[src/rtl/tlu_tx_multi.sv]
// tlu_tx_multi: multi-channel TLU trigger transmitter with busy handshake,
// per-channel serial trigger-ID shift-out, timeout detection and guard interval.
module tlu_tx_multi #(
  parameter int N_CH        = 4,
  parameter int ID_WIDTH    = 31,
  parameter int SYNC_STAGES = 2,
  parameter int INV_OUT     = 0
) (
  input  logic                SYS_CLK,
  input  logic                SYS_RST_N,
  input  logic                ENABLE,
  input  logic [N_CH-1:0]     CH_MASK,
  input  logic [1:0]          MODE,
  input  logic                TRIG,
  input  logic [ID_WIDTH-1:0] TRIG_ID,
  input  logic [4:0]          N_BITS,
  input  logic [15:0]         CONF_TIME_OUT,
  output logic                READY,
  output logic                TIME_OUT,
  output logic [N_CH-1:0]     TO_CH,
  output logic [2:0]          STATE_OUT,
  output logic [31:0]         TRIG_CNT,
  input  logic [N_CH-1:0]     TLU_CLOCK,
  input  logic [N_CH-1:0]     TLU_BUSY,
  output logic [N_CH-1:0]     TLU_TRIGGER,
  output logic [N_CH-1:0]     TLU_RESET
);
  localparam logic [N_CH-1:0] INV = {N_CH{INV_OUT != 0}};
  typedef enum logic [1:0] {S_IDLE, S_TRIG, S_READ, S_GUARD} state_t;
  state_t state;
  logic [SYNC_STAGES-1:0][N_CH-1:0] clk_sh, busy_sh;
  logic [N_CH-1:0] clk_q, strobe, busy, act, trig_q;
  logic [ID_WIDTH:0] sr [N_CH];
  logic [ID_WIDTH:0] keep;
  logic [15:0] to_cnt;
  logic [4:0] nb;
  logic [1:0] phase;
  logic strobe_q, accept, expire, hs, m2;
  assign busy = busy_sh[SYNC_STAGES-1];
  assign strobe = clk_sh[SYNC_STAGES-1] & ~clk_q;
  assign hs = MODE != 2'd0;
  assign m2 = MODE == 2'd2;
  assign READY = (state == S_IDLE && !strobe_q) || !ENABLE;
  assign accept = state == S_IDLE && READY && TRIG && ENABLE && |CH_MASK;
  assign expire = (state == S_TRIG || state == S_READ) && to_cnt == 16'd1;
  assign nb = (N_BITS > 5'(ID_WIDTH)) ? 5'(ID_WIDTH) : N_BITS;
  assign STATE_OUT = !ENABLE ? 3'b000 : state == S_IDLE ? 3'b001 :
                     state == S_TRIG ? 3'b010 : state == S_READ ? 3'b100 : 3'b000;
  assign TLU_TRIGGER = trig_q ^ INV;
  assign TLU_RESET = INV;
  // After each shift the ID bit to send sits at index 0; bits beyond N_BITS are dropped.
  always_comb begin
    keep = '0;
    for (int i = 0; i <= ID_WIDTH; i++) keep[i] = 5'(i) < nb;
  end
  always_ff @(posedge SYS_CLK or negedge SYS_RST_N) begin
    if (!SYS_RST_N) begin
      clk_sh <= '0;
      busy_sh <= '0;
      clk_q <= '0;
      strobe_q <= 1'b0;
      state <= S_IDLE;
      for (int c = 0; c < N_CH; c++) sr[c] <= '0;
      to_cnt <= '0;
      phase <= '0;
      act <= '0;
      trig_q <= '0;
      TO_CH <= '0;
      TRIG_CNT <= '0;
      TIME_OUT <= 1'b0;
    end else begin
      clk_sh <= {clk_sh[SYNC_STAGES-2:0], TLU_CLOCK ^ INV};
      busy_sh <= {busy_sh[SYNC_STAGES-2:0], TLU_BUSY ^ INV};
      clk_q <= clk_sh[SYNC_STAGES-1];
      strobe_q <= |strobe;
      TIME_OUT <= 1'b0;
      if (!ENABLE) begin
        state <= S_IDLE;
        for (int c = 0; c < N_CH; c++) sr[c] <= '0;
        trig_q <= '0;
        to_cnt <= '0;
        phase <= '0;
      end else begin
        for (int c = 0; c < N_CH; c++)
          trig_q[c] <= act[c] & (state == S_TRIG | (m2 & state == S_READ & sr[c][0]));
        if (to_cnt != 16'd0 && (state == S_TRIG || state == S_READ)) to_cnt <= to_cnt - 16'd1;
        case (state)
          S_IDLE: if (accept) begin
            act <= CH_MASK;
            for (int c = 0; c < N_CH; c++) sr[c] <= {TRIG_ID, 1'b0};
            to_cnt <= CONF_TIME_OUT;
            TRIG_CNT <= TRIG_CNT + 32'd1;
            TO_CH <= '0;
            phase <= '0;
            state <= S_TRIG;
          end
          S_TRIG: if (expire) begin
            TIME_OUT <= 1'b1;
            TO_CH <= act & ~busy;
            phase <= '0;
            state <= S_GUARD;
          end else if (hs ? &(busy | ~act) : phase == 2'd3) begin
            phase <= '0;
            state <= hs ? S_READ : S_GUARD;
          end else phase <= phase + 2'd1;
          S_READ: if (expire) begin
            TIME_OUT <= 1'b1;
            TO_CH <= act & busy;
            phase <= '0;
            state <= S_GUARD;
          end else if (!(|(busy & act))) begin
            phase <= '0;
            state <= S_GUARD;
          end else if (m2) begin
            for (int c = 0; c < N_CH; c++) if (strobe[c]) sr[c] <= (sr[c] >> 1) & keep;
          end
          S_GUARD: if (|strobe) phase <= '0;
          else if (phase == 2'd3) state <= S_IDLE;
          else phase <= phase + 2'd1;
        endcase
      end
    end
  end
endmodule
[config.mk]
export PLATFORM = sky130hd
export DESIGN_NAME = tlu_tx_multi
export DESIGN_NICKNAME = d
export VERILOG_FILES = /design/src/rtl/tlu_tx_multi.sv
export SDC_FILE = /design/constraint.sdc
export NUM_CORES = 1
export LEC_CHECK = 0
export ABC_AREA = 1
export CAP_MARGIN = 15
export CORE_ASPECT_RATIO = 0.8
export CORE_MARGIN = 10
export CORE_UTILIZATION = 45
export CTS_CLUSTER_DIAMETER = 80
export DETAILED_ROUTE_END_ITERATION = 10
export GPL_TIMING_DRIVEN = 0
export PLACE_DENSITY_LB_ADDON = 0.08
export SYNTH_ARGS = -nofsm -noshare
export SYNTH_HDL_FRONTEND = slang
export SYNTH_SLANG_ARGS = --single-unit
export TNS_END_PERCENT = 20
[constraint.sdc]
create_clock -name SYS_CLK -period 1.9 [get_ports SYS_CLK]
set_input_delay 0.19 -clock SYS_CLK [delete_from_list [all_inputs] [get_ports SYS_CLK]]
set_output_delay 0.19 -clock SYS_CLK [all_outputs]
set_load 0.05 [all_outputs]
==> Word level (Yosys, flattened, before mapping) <==
Cells that the tools add are included.
Widths: inputs -> output; s select.
{ "word_totals": {"ff_bits": 214, "input_bits": 70, "out_inout_bits": 49, "wordCells": 176} }
{ "classes": {"addsub": 3, "order_cmp": 33, "n_eq_ne": 23, "mux": 47, "bitwise": 24, "n_reduce_logical": 28} }
{ "ops": {"columns": ["op", "count"], "rows": [
  ["$mux 128", 5],
  ["$pmux 128 s2", 1],
  ["$and 31x32->32", 4],
  ["$mux 32", 4],
  ["$lt 5x5->1 const A", 16],
  ["$mux 16", 4],
  ["$lt 4x5->1 const A", 8],
  ["$add 32x1->32 const B", 1],
  ["$mux 2", 16],
  ["$ne 3x3->1 const B", 9],
  ["$reduce_and 6->1", 4],
  ["$lt 3x5->1 const A", 4],
  ["$eq 16x1->1 const B", 1],
  ["$mux 4", 4],
  ["$pmux 2 s4", 2],
  ["$reduce_bool 16->1", 1],
  ["$sub 16x1->16 const B", 1],
  ["$and 4x4->4", 3],
  ["$mux 3", 4],
  ["$not 4->4", 3],
  ["$pmux 4 s3", 1],
  ["$reduce_or 4->1", 3],
  ["$lt 1x5->1 const A", 2],
  ["$lt 2x5->1 const A", 2],
  ["24 further kinds", 55]
]} }

==> Logic depth before layout (Yosys ltp) <==
Gate-level depths: netlist of run 1.
{ "depth": {"ltp_word": 10, "mapped_depth": 15} }

==> Worst setup path before layout of run 1 <==
Ideal clock, no wire load.
{ "synth_path": {"path_type": "register -> register", "from": "register TRIG_CNT[1]", "to": "register TRIG_CNT[20]", "t_arrival_ns": 1.898, "required_time_ns": 1.777, "setup_slack_ns": -0.121, "stages_incl_launch_ff": 10, "n_path_buf": 0, "period_less_slack_ns": 2.021, "cell_sequence": "dfrtp_1 -> ha_1 -> nand3_1 -> or2_4 -> nor2_4 -> nand2_1 -> nor2_2 -> inv_1 -> o21ai_0 -> nand2_1"} }
{ "synth_between": {"elab_chain_len": 1} }
{ "synth_rtl": {"columns": ["element", "line_no", "rtl"], "rows": [
  ["start, declared", "22", "output logic [31:0] TRIG_CNT,"],
  ["start signal, assigned", "92", "TRIG_CNT <= TRIG_CNT + 32'd1;"],
  ["$add 32x1->32", "92", null]
]} }
No other way between the ends.
A chain may end at the register's enable or synchronous reset.

==> Worst setup path in the final report of run 1 <==
{ "layout_path": {"from": "register state[0]", "to": "register sr[88] (netlist bit)"} }
{ "layout_between": {"elab_chain_len": 9} }
{ "layout_rtl": {"columns": ["element", "line_no", "rtl"], "rows": [
  ["start, declared", "30", "state_t state;"],
  ["start signal, assigned", "104", "state <= hs ? S_READ : S_GUARD;"],
  ["$logic_not 2->1", "43, 44, 87", null],
  ["$logic_and 1x1->1", "43", "assign READY = (state == S_IDLE && !strobe_q) || !ENABLE;"],
  ["$logic_or 1x1->1", "43", null],
  ["$logic_and 1x1->1 (4 in a row)", "44", "assign accept = state == S_IDLE && READY && TRIG && ENABLE && |CH_MASK;"],
  ["$ne 3x3->1 (no line)", null, null],
  ["$reduce_and 6->1 (no line)", null, null],
  ["end, declared", "33", "logic [ID_WIDTH:0] sr [N_CH];"]
]} }
Parallel ways exist; a longest one is shown, timed or not.

==> impl_metrics.py, run 1 <==
metrics = {
    "run_status": {
        "status": "finished with violations",
        "violations": "setup timing",
    },
    "power_and_ir_drop": {
        "power_leakage_nw": 7.370,
        "power_mw": 23.56,
        "peakVddDrop_mv": 0.8904,
        "power_density_nw_per_um2": 1516,
    },
    "cells_and_area": {
        "final_cell_mix": "492 x nand2_1, 212 x dfrtp_1, 126 x o21ai_2",
        "drive_gt1_share_pct": 24.35,
        "fin_area_sq_um": 15540,
        "area_delta_synth_final_pct": 30.54,
        "fillCellCount": 2363,
        "layout_commonest_cell": "nand2_1",
        "multi_input_area_sq_um": 6020,
        "ff_latch_area_sq_um": 5358,
        "final_nets": 1762,
        "fin_cells": 2058,
    },
    "critical_path": {
        "cp_num_buf_inv": 4,
        "rr_worst_depth": 14,
        "end_kind": "flop",
        "cp_num_cells": 14,
        "cp_max_fo": 7,
        "crit_chain": "inv_2, ha_4, nand2_2, inv_2, nand2_2, nor2_2, nand2_4, nand2_4, nand2_8, nand3b_4, buf_12, buf_8, nand2_1, o21ai_2",
        "arrival_ns": 2.36,
        "path_delay_family": "simple AND/OR/NAND/NOR gates",
        "setup.worst_path.start_class": "flop",
        "required_ns": 2.31,
        "slowest_delay_ns": 0.40,
        "worst-setup-path-type": "flop to flop",
        "cp_slowest_cell": "dfrtp_1",
    },
    "routing": {
        "drt_iter0_markers": 961,
        "dr_total_vias": 10690,
        "avgRoutedWirePerCell_um": 18.01,
        "routed_wl_um": 37060,
        "drt-pass1-iter-count": 5,
        "drtAntennaViolNets": 0,
        "drc": 0,
        "via_per_inst": 5.196,
    },
    "cts": {
        "clkSlewWorstSetupHoldPaths_ns": 0.06,
        "cts_buffers": 24,
        "cts_sinks": 214,
        "cts_root_buf": "clkbuf_16",
        "clk_latency_ns": 0.54,
        "cts_tree": "yes",
        "htreeDepth": 1,
        "clockBufferDepth": 3,
    },
    "grt": {
        "grtUsageMet2_pct": 34.99,
        "grt_pass1_wl_um": 59660,
        "grtUsageMet1_pct": 31.72,
        "grt_pass1_vias": 10600,
        "overflow": 0,
        "antenna_found_initial": 1,
        "grt_max_degree": 84,
        "top_usage_layer": "met2",
        "grt_usage_pct": 22.28,
        "met3_usage_pct": 3.821,
    },
    "synthesis": {
        "ys_seq_elements": 214,
        "synthAdderAreaFrac_pct": 0.9460,
        "synthDistinctLibCells": 39,
        "yosysWarnings": 0,
        "synth.avg_cell_area_sq_um": 7.978,
        "synthSimpleGateAreaFrac_pct": 29.03,
        "synth_area_sq_um": 11900,
        "synth_xor_area_share_pct": 1.913,
        "muxShareOfSynthArea_pct": 0,
        "synth_top_family_by_area": "simple AND/OR/NAND/NOR gates",
        "synth_compound_area_share_pct": 15.85,
        "netlist_instances": 1492,
        "seq_area_frac_synth_pct": 44.99,
    },
    "timing": {
        "fmax_mhz": 512.8,
        "clock_skew_ns": 0.02229,
        "rsz0062_at_grt": "true",
        "worst_slew_pin_slew_ns": 0.6539,
        "fin_crit_sh_pct": 102.6,
        "hold_violations": 0,
        "maxSlewViolCount": 0,
        "worst_slew_margin_rel_pct": 56.07,
        "layout_min_cycle_time_ns": 1.950,
        "setup_slack_ns": -0.05001,
        "setup_viol": 55,
    },
    "flow_run": {
        "cap_violations": 0,
    },
    "min_path": {
        "worstHoldPathType": "primary input to flop",
        "whs_path_depth": 1,
    },
    "floorplan": {
        "die_w_um": 201.8,
        "core_area_sq_um": 26190,
        "fp.dieH_um": 165.5,
        "dieArea_sq_um": 33400,
        "io_pins": 119,
        "start_util_pct": 45.45,
        "num_rows": 53,
    },
    "placement": {
        "gp_congestion": 0.8888,
        "placedCellCount": 1967,
        "port_buffers": 113,
        "hpwl_um": 25270,
        "dpl_cell_area_sq_um": 13560,
    },
}
-- state kept, by name (all words and copies together), names as in the netlist --
| register | flops |
|---|---|
| sr | 128 |
| TRIG_CNT | 32 |
| to_cnt | 16 |
| clk_sh | 8 |
| TLU_TRIGGER | 4 |
| TO_CH | 4 |
| act | 4 |
| busy | 4 |
| busy_sh | 4 |
| clk_q | 4 |
| phase | 2 |
| state | 2 |
| TIME_OUT | 1 |
| strobe_q | 1 |
-- repair_timing --
item,4_1_cts,5_1_grt
endpoints found under the hold margin,49,0
hold buffers,1,0
cloned,13,0
pin swaps,9,13
gates resized for setup,154,90
endpoints found under the setup margin,226,168
setup buffers,31,8
-- through the flow --
stage          TNS (ns)  utilization (%)  setup WS [ns]  hold slack (ns)
3_3_place_gp   -2010.77            51.52         -9.833           0.3345
3_5_place_dp     -91.25            51.75         -1.007           0.1334
5_1_grt          -9.910            59.33        -0.1414          0.09111
6_report         -1.068            59.33       -0.05001          0.09162
4_1_cts          -1.232            58.35        -0.1044          0.07590
2_1_floorplan         0                -        0.01290          -0.1056
-- per-layer routing --
| layer | part of all wire (%) | wire, um |
|---|---|---|
| met5 | 0 | 0 |
| met4 | 1.8 | 663 |
| met3 | 6.5 | 2425 |
| met2 | 44 | 16350 |
| met1 | 48 | 17620 |
-- cells in the mapped netlist (all sizes together) --
cell | count | area share (%)
or2 | 60 | 3.2
nor2 | 82 | 2.9
clkbuf | 25 | 0.79
nand3 | 79 | 3.5
o22ai | 5 | 0.26
nor4 | 1 | 0.053
nand2 | 533 | 17
clkinv | 2 | 0.11
dfrtp | 214 | 45
xnor2 | 7 | 0.52
conb | 1 | 0.032
ha | 9 | 0.95
nand3b | 9 | 0.88
buf | 40 | 3.2
and3 | 1 | 0.053
nand4 | 10 | 0.53
xor2 | 19 | 1.4
inv | 100 | 3.2
nor3 | 18 | 0.76
a21oi | 80 | 3.4
o21ai | 197 | 12
-- power by group --
group | leakage, nW | internal, mW | switching (mW) | total [mW]
sequential | 2.74 | 5.89 | 0.964 | 6.86
combinational | 4.21 | 4.97 | 6.65 | 11.6
clock | 0.421 | 3.14 | 1.94 | 5.09
total | 7.37 | 14.0 | 9.55 | 23.6
-- logic make-up after synthesis --
kind of cell | after synthesis
AO/OA/AOI/OAI | 282
XOR/XNOR | 26
adder cells (fa/ha/maj) | 9
buffers and inverters | 167
flip-flops | 214
other | 1
AND/OR/NAND/NOR | 793
-- final timing paths --
| kind | from | to | slack [ns] |
|---|---|---|---|
| min in group asynchronous | SYS_RST_N | to_cnt[2]$_DFF_PN0_ | 0.18 |
| hold / removal | TLU_CLOCK[0] | clk_sh[0]$_DFF_PN0_ | 0.09 |
| setup / recovery | state[0]$_DFFE_PN0P_ | sr[88]$_DFFE_PN0P_ | -0.05 |
| max in group asynchronous | SYS_RST_N | sr[78]$_DFFE_PN0P_ | 0.95 |
| hold reg to reg | busy_sh[0]$_DFF_PN0_ | busy[0]$_DFF_PN0_ | 0.35 |
| setup reg to reg | state[0]$_DFFE_PN0P_ | sr[88]$_DFFE_PN0P_ | -0.05 |
-- area by class of cell --
class                   instances  share of cell area [%]
diodes                          1                 0.01610
plain buffers                  61                   3.961
clock buffers                  37                   4.630
clock inverters                 6                  0.9098
inverters                     102                   2.705
multi-input cells            1117                   38.74
flip-flops and latches        214                   34.48
well taps                     357                   2.874
repair buffers                163                   11.69
Power figures use the tool's default switching activity.
==> inputs of run 2 (changes only) <==
--- a/config.mk
+++ b/config.mk
@@ -6,10 +6,13 @@
 export NUM_CORES = 1
 export LEC_CHECK = 0
 export ABC_AREA = 1
+export ABC_CLOCK_PERIOD_IN_PS = 1900
 export CAP_MARGIN = 15
+export CELL_PAD_IN_SITES_DETAIL_PLACEMENT = 1
+export CELL_PAD_IN_SITES_GLOBAL_PLACEMENT = 2
 export CORE_ASPECT_RATIO = 0.8
 export CORE_MARGIN = 10
-export CORE_UTILIZATION = 45
+export CORE_UTILIZATION = 31
 export CTS_CLUSTER_DIAMETER = 80
 export DETAILED_ROUTE_END_ITERATION = 10
 export GPL_TIMING_DRIVEN = 0
==> impl_metrics.py, run 2 (synthesis results as in run 1) <==
metrics = {
    "run_status": {
        "status": "finished with violations",
        "violations": "setup timing",
    },
    "power_and_ir_drop": {
        "power_density_nw_per_um2": 1554,
        "swShare_pct": 41.18,
        "pwr-share-clk_pct": 21.4,
        "p_switching_mw": 10.19,
        "power_mw": 24.74,
        "p_seq_share_pct": 27.8,
        "pwr-share-comb_pct": 50.8,
        "power_leakage_nw": 7.475,
        "p_int_mw": 14.56,
        "peakVddDrop_mv": 0.6009,
    },
    "cells_and_area": {
        "area_delta_synth_final_pct": 33.79,
        "top_register": "sr",
        "drive_gt1_share_pct": 26.01,
        "antenna_cells": 0,
        "fin_area_sq_um": 15930,
        "fin_util_pct": 41.78,
        "final_nets": 1771,
        "fin_cells": 2206,
        "layout_commonest_cell": "nand2_1",
        "largest_reg_flops": 128,
        "top_regs": "sr: 128 flops, TRIG_CNT: 32 flops, to_cnt: 16 flops",
        "final_cell_mix": "488 x nand2_1, 210 x dfrtp_1, 126 x o21ai_2",
    },
    "grt": {
        "grt_pass1_wl_um": 69730,
        "overflow": 0,
        "grt_max_degree": 91,
        "grt_pass1_vias": 11200,
        "grt_usage_pct": 19.13,
        "antenna_found_initial": 1,
    },
    "placement": {
        "hpwl_um": 30910,
        "gp_congestion": 0.7946,
        "placedCellCount": 2105,
        "dpl_cell_area_sq_um": 13730,
        "port_buffers": 113,
    },
    "min_path": {
        "hold_start": "TLU_BUSY[3]",
        "worstHoldPathType": "primary input to flop",
    },
    "cts": {
        "htreeDepth": 1,
        "cts_tree": "yes",
        "clk_latency_ns": 0.56,
        "cts_buffers": 27,
        "cts_root_buf": "clkbuf_16",
        "clkSlewWorstSetupHoldPaths_ns": 0.06,
        "cts_sinks": 214,
        "clockBufferDepth": 3,
    },
    "timing": {
        "setup_viol": 131,
        "hold_violations": 0,
        "layout_min_cycle_time_ns": 2.015,
        "setup_slack_ns": -0.1147,
        "worst_slew_margin_rel_pct": 46.68,
        "fin_crit_sh_pct": 106.0,
        "fmax_mhz": 496.3,
        "clock_skew_ns": 0.02011,
        "rsz0062_at_grt": "true",
        "maxSlewViolCount": 0,
        "worst_slew_pin_slew_ns": 0.7998,
    },
    "routing": {
        "drtAntennaViolNets": 0,
        "drt-pass1-iter-count": 4,
        "via_per_inst": 4.869,
        "drt_iter0_markers": 576,
        "drc": 0,
        "dr_total_vias": 10740,
        "routed_wl_um": 44660,
        "avgRoutedWirePerCell_um": 20.25,
    },
    "floorplan": {
        "dieArea_sq_um": 46690,
        "start_util_pct": 31.23,
        "fp.dieH_um": 195.3,
        "io_pins": 119,
        "die_w_um": 239.1,
        "num_rows": 64,
        "core_area_sq_um": 38120,
    },
    "critical_path": {
        "cp-startpoint": "state[1]$_DFFE_PN0P_",
        "arrival_ns": 2.45,
        "required_ns": 2.33,
        "cp_max_fo": 7,
        "worst-setup-path-type": "flop to flop",
        "r2r_start": "state[1]$_DFFE_PN0P_",
        "end_kind": "flop",
        "setup.worst_path.start_class": "flop",
    },
    "flow_run": {
        "cap_violations": 0,
    },
}
==> run 2: cell types whose count changed in the layout (fill, tap and decap cells not counted), sizes merged, moves of 2 or more <==
cell,delta
dlygate4sd2,+4
buf,+8
clkdlybuf4s50,-3
bufinv,-2
inv,+3
==> run 2: final cells by class <==
class	instances	area, sq um
Fill cell	4538	22190
Multi-Input combinational cell	1117	6030
Sequential cell	214	5360
Timing Repair Buffer	167	1929
Clock buffer	39	800.8
Buffer	63	686.9
Tap cell	495	619.3
Inverter	102	402.9
Clock inverter	9	97.59
==> run 2: what timing repair did <==
item	4_1_cts	5_1_grt
buffers inserted	25	13
endpoints found under the hold margin	194	0
resized for setup	174	93
cloned	14	2
hold buffers	1	0
pin swaps	6	13
setup endpoints to repair	233	175
==> run 2: per-layer routing <==
metal / share of wire [%] / vias up / track usage, %
met5: 0 / - / 0
met4: 1.4 / 0 / 3.132
met3: 3.6 / 39 / 2.815
met2: 43 / 147 / 29.06
met1: 52 / 5334 / 28.41
li1: - / 5220 / -
==> run 2: path summary, 6_finish.rpt <==
kind	to	slack [ns]	cells past startpoint
hold / removal	busy_sh[3]$_DFF_PN0_	0.08	1
min in group asynchronous	to_cnt[13]$_DFF_PN0_	0.11	2
hold reg to reg	clk_sh[7]$_DFF_PN0_	0.35	0
setup / recovery	sr[56]$_DFFE_PN0P_	-0.11	14
setup reg to reg	sr[56]$_DFFE_PN0P_	-0.11	14
max in group asynchronous	sr[112]$_DFFE_PN0P_	0.95	3
==> run 2: metrics by stage <==
stage	setup TNS, ns	hold WS (ns)	setup WS (ns)
after global routing	-18.93	0.06869	-0.1790
after CTS	-6.741	0.05577	-0.1346
after floorplan	0	-0.1056	0.01290
after detailed placement	-118.23	0.1017	-1.093
final	-8.573	0.08060	-0.1147
after global placement	-2171.42	0.3331	-10.50
==> run 2: power by group through the flow <==
stage | clock network (mW) | registers, mW | logic (mW)
2_1_floorplan | 0 | 7.04 | 6.28
3_3_place_gp | 0 | 6.85 | 9.32
3_5_place_dp | 0 | 6.86 | 9.50
4_1_cts | 5.44 | 6.79 | 11.9
5_1_grt | 5.63 | 7.06 | 13.7
6_report | 5.29 | 6.88 | 12.6
==> run 2: worst max-delay path, cell delays in order (launching register included) <==
cell,delay [ns]
dfrtp_1,0.38
inv_2,0.10
ha_4,0.22
nand2_1,0.05
inv_1,0.03
nand2_1,0.06
nor2_2,0.05
nand2_4,0.11
nand2_4,0.09
nand2_8,0.15
nand3b_4,0.20
buf_6,0.18
buf_8,0.13
nand2_1,0.07
o21ai_2,0.05
==> inputs of run 3 (changes only) <==
--- a/config.mk
+++ b/config.mk
@@ -10,9 +10,9 @@
 export CAP_MARGIN = 15
 export CELL_PAD_IN_SITES_DETAIL_PLACEMENT = 1
 export CELL_PAD_IN_SITES_GLOBAL_PLACEMENT = 2
-export CORE_ASPECT_RATIO = 0.8
 export CORE_MARGIN = 10
 export CORE_UTILIZATION = 31
+export CTS_BUF_LIST = sky130_fd_sc_hd__clkbuf_16
 export CTS_CLUSTER_DIAMETER = 80
 export DETAILED_ROUTE_END_ITERATION = 10
 export GPL_TIMING_DRIVEN = 0
==> impl_metrics.py, run 3 (synthesis results as in run 1) <==
metrics = {
    "run_status": {
        "status": "finished with violations",
        "violations": "setup timing",
    },
    "grt": {
        "grt_max_degree": 77,
        "overflow": 0,
        "grt_pass1_vias": 11790,
        "grt_usage_pct": 18.69,
        "grt_pass1_wl_um": 69320,
        "antenna_found_initial": 1,
    },
    "cells_and_area": {
        "largest_reg_flops": 128,
        "antenna_cells": 0,
        "fillCellCount": 4439,
        "final_cell_mix": "423 x nand2_1, 210 x dfrtp_1, 123 x o21ai_2",
        "fin_area_sq_um": 16170,
        "area_delta_synth_final_pct": 35.87,
        "fin_cells": 2221,
        "drive_gt1_share_pct": 28.83,
        "top_register": "sr",
        "top_regs": "sr: 128 flops, TRIG_CNT: 32 flops, to_cnt: 16 flops",
        "final_nets": 1770,
        "layout_commonest_cell": "nand2_1",
    },
    "routing": {
        "dr_total_vias": 10690,
        "drc": 0,
        "avgRoutedWirePerCell_um": 19.72,
        "drt_iter0_markers": 427,
        "via_per_inst": 4.814,
        "drtAntennaViolNets": 0,
        "routed_wl_um": 43810,
        "drt-pass1-iter-count": 4,
    },
    "timing": {
        "fmax_mhz": 506.6,
        "hold_violations": 0,
        "setup_viol": 81,
        "rsz0062_at_grt": "true",
        "maxSlewViolCount": 0,
        "layout_min_cycle_time_ns": 1.974,
        "holdWs_ns": 0.08625,
        "worst_slew_margin_rel_pct": 47.12,
        "fin_crit_sh_pct": 103.9,
        "worst_slew_pin_slew_ns": 0.7872,
        "clock_skew_ns": 0.01616,
        "setup_slack_ns": -0.07390,
    },
    "placement": {
        "placedCellCount": 2121,
        "port_buffers": 113,
        "gp_congestion": 0.7707,
        "dpl_cell_area_sq_um": 13750,
        "hpwl_um": 30320,
    },
    "critical_path": {
        "r2r_start": "state[1]$_DFFE_PN0P_",
        "required_ns": 2.34,
        "rr_worst_depth": 14,
        "cp_max_fo": 7,
        "setup.worst_path.start_class": "flop",
        "end_kind": "flop",
        "reg2reg_slack_ns": -0.07,
        "worst-setup-path-type": "flop to flop",
        "r2r_end": "sr[38]$_DFFE_PN0P_",
        "arrival_ns": 2.41,
    },
    "floorplan": {
        "start_util_pct": 31.53,
        "io_pins": 119,
        "die_w_um": 216.0,
        "fp.dieH_um": 216.0,
        "core_area_sq_um": 37760,
        "dieArea_sq_um": 46640,
        "num_rows": 71,
    },
    "min_path": {
        "hold_start": "TLU_BUSY[3]",
        "hold_end": "busy_sh[3]$_DFF_PN0_",
        "whs_path_depth": 1,
        "worstHoldPathType": "primary input to flop",
    },
    "flow_run": {
        "cap_violations": 0,
    },
    "cts": {
        "htreeDepth": 1,
        "clkSlewWorstSetupHoldPaths_ns": 0.06,
        "cts_tree": "yes",
        "cts_sinks": 214,
        "cts_buffers": 28,
        "clockBufferDepth": 3,
        "clk_latency_ns": 0.55,
        "cts_root_buf": "clkbuf_16",
    },
    "power_and_ir_drop": {
        "swShare_pct": 41.67,
        "p_switching_mw": 10.43,
        "power_density_nw_per_um2": 1547,
        "p_seq_share_pct": 28.0,
        "peakVddDrop_mv": 0.8849,
        "p_int_mw": 14.60,
        "pwr-share-clk_pct": 21.1,
        "power_leakage_nw": 7.599,
        "pwr-share-comb_pct": 50.9,
    },
}
## run 3: worst max-delay path by stage
stage                       startpoint                        to  slack, ns  cells past startpoint
2_1_floorplan  TRIG_CNT[3]$_DFFE_PN0P_  TRIG_CNT[20]$_DFFE_PN0P_       0.01                      8
3_3_place_gp                 SYS_RST_N   TRIG_CNT[1]$_DFFE_PN0P_     -10.61                      1
3_5_place_dp                    ENABLE              STATE_OUT[1]      -1.11                      7
4_1_cts           state[1]$_DFFE_PN0P_       sr[126]$_DFFE_PN0P_      -0.19                     13
5_1_grt           state[1]$_DFFE_PN0P_        sr[12]$_DFFE_PN0P_      -0.17                     14
6_report          state[1]$_DFFE_PN0P_        sr[38]$_DFFE_PN0P_      -0.07                     14
## run 3: power groups by stage
stage | Sequential [mW] | Combinational (mW) | Clock, mW
2_1_floorplan | 7.04 | 6.28 | 0
3_3_place_gp | 6.86 | 9.29 | 0
3_5_place_dp | 6.88 | 9.45 | 0
4_1_cts | 6.89 | 12.3 | 5.41
5_1_grt | 7.19 | 13.9 | 5.62
6_report | 7.01 | 12.7 | 5.28
## run 3: layer usage
metal / vias up / GRT usage, % / routed length [um]
met3: 57 / 2.629 / 1160
met4: 2 / 4.731 / 1111
met2: 124 / 32.70 / 22000
li1: 5215 / - / -
met1: 5295 / 23.68 / 19520
met5: - / 0 / 12
## run 3: layout make-up
class	count	area (sq um)	share of cell area [%]
inverter	102	405.4	2.506
buffer	62	660.6	4.084
clock inverter	20	166.4	1.029
multi-input combinational	1117	6300	38.95
clock buffer	29	725.7	4.487
timing repair buffer	166	1917	11.85
sequential	214	5360	33.14
tap	511	639.4	3.953
## run 3: timing repair
| item | CTS | global route |
|---|---|---|
| hold endpoints to repair | 65 | 0 |
| buffers inserted | 31 | 12 |
| hold buffers | 1 | 0 |
| setup endpoints to repair | 233 | 175 |
| cloned | 15 | 1 |
| resized for setup | 227 | 130 |
| pin swaps | 7 | 8 |
## run 3: critical path, cell delays in order (launching register included)
cell and delay [ns]:
dfrtp_1 0.41, inv_2 0.09, ha_4 0.15, nand2_4 0.06, nor2_4 0.13, nand2_8 0.11, nand3_4 0.09, nand2_4 0.06
clkinv_4 0.07, buf_6 0.10, nand3b_4 0.14, buf_12 0.19, buf_12 0.15, nand2_4 0.05, o21ai_2 0.05
## run 3: through the flow
stage               total power [mW]  setup slack [ns]  utilization, %  TNS (ns)
finish                         25.03          -0.07390           42.84    -2.605
global route                   26.73           -0.1720           42.84    -13.52
CTS                            24.56           -0.1854           41.76    -7.286
detailed placement             16.33            -1.112           36.41   -110.50
global placement               16.15            -10.61           36.26  -2180.13
floorplan                      13.32           0.01290               -         0
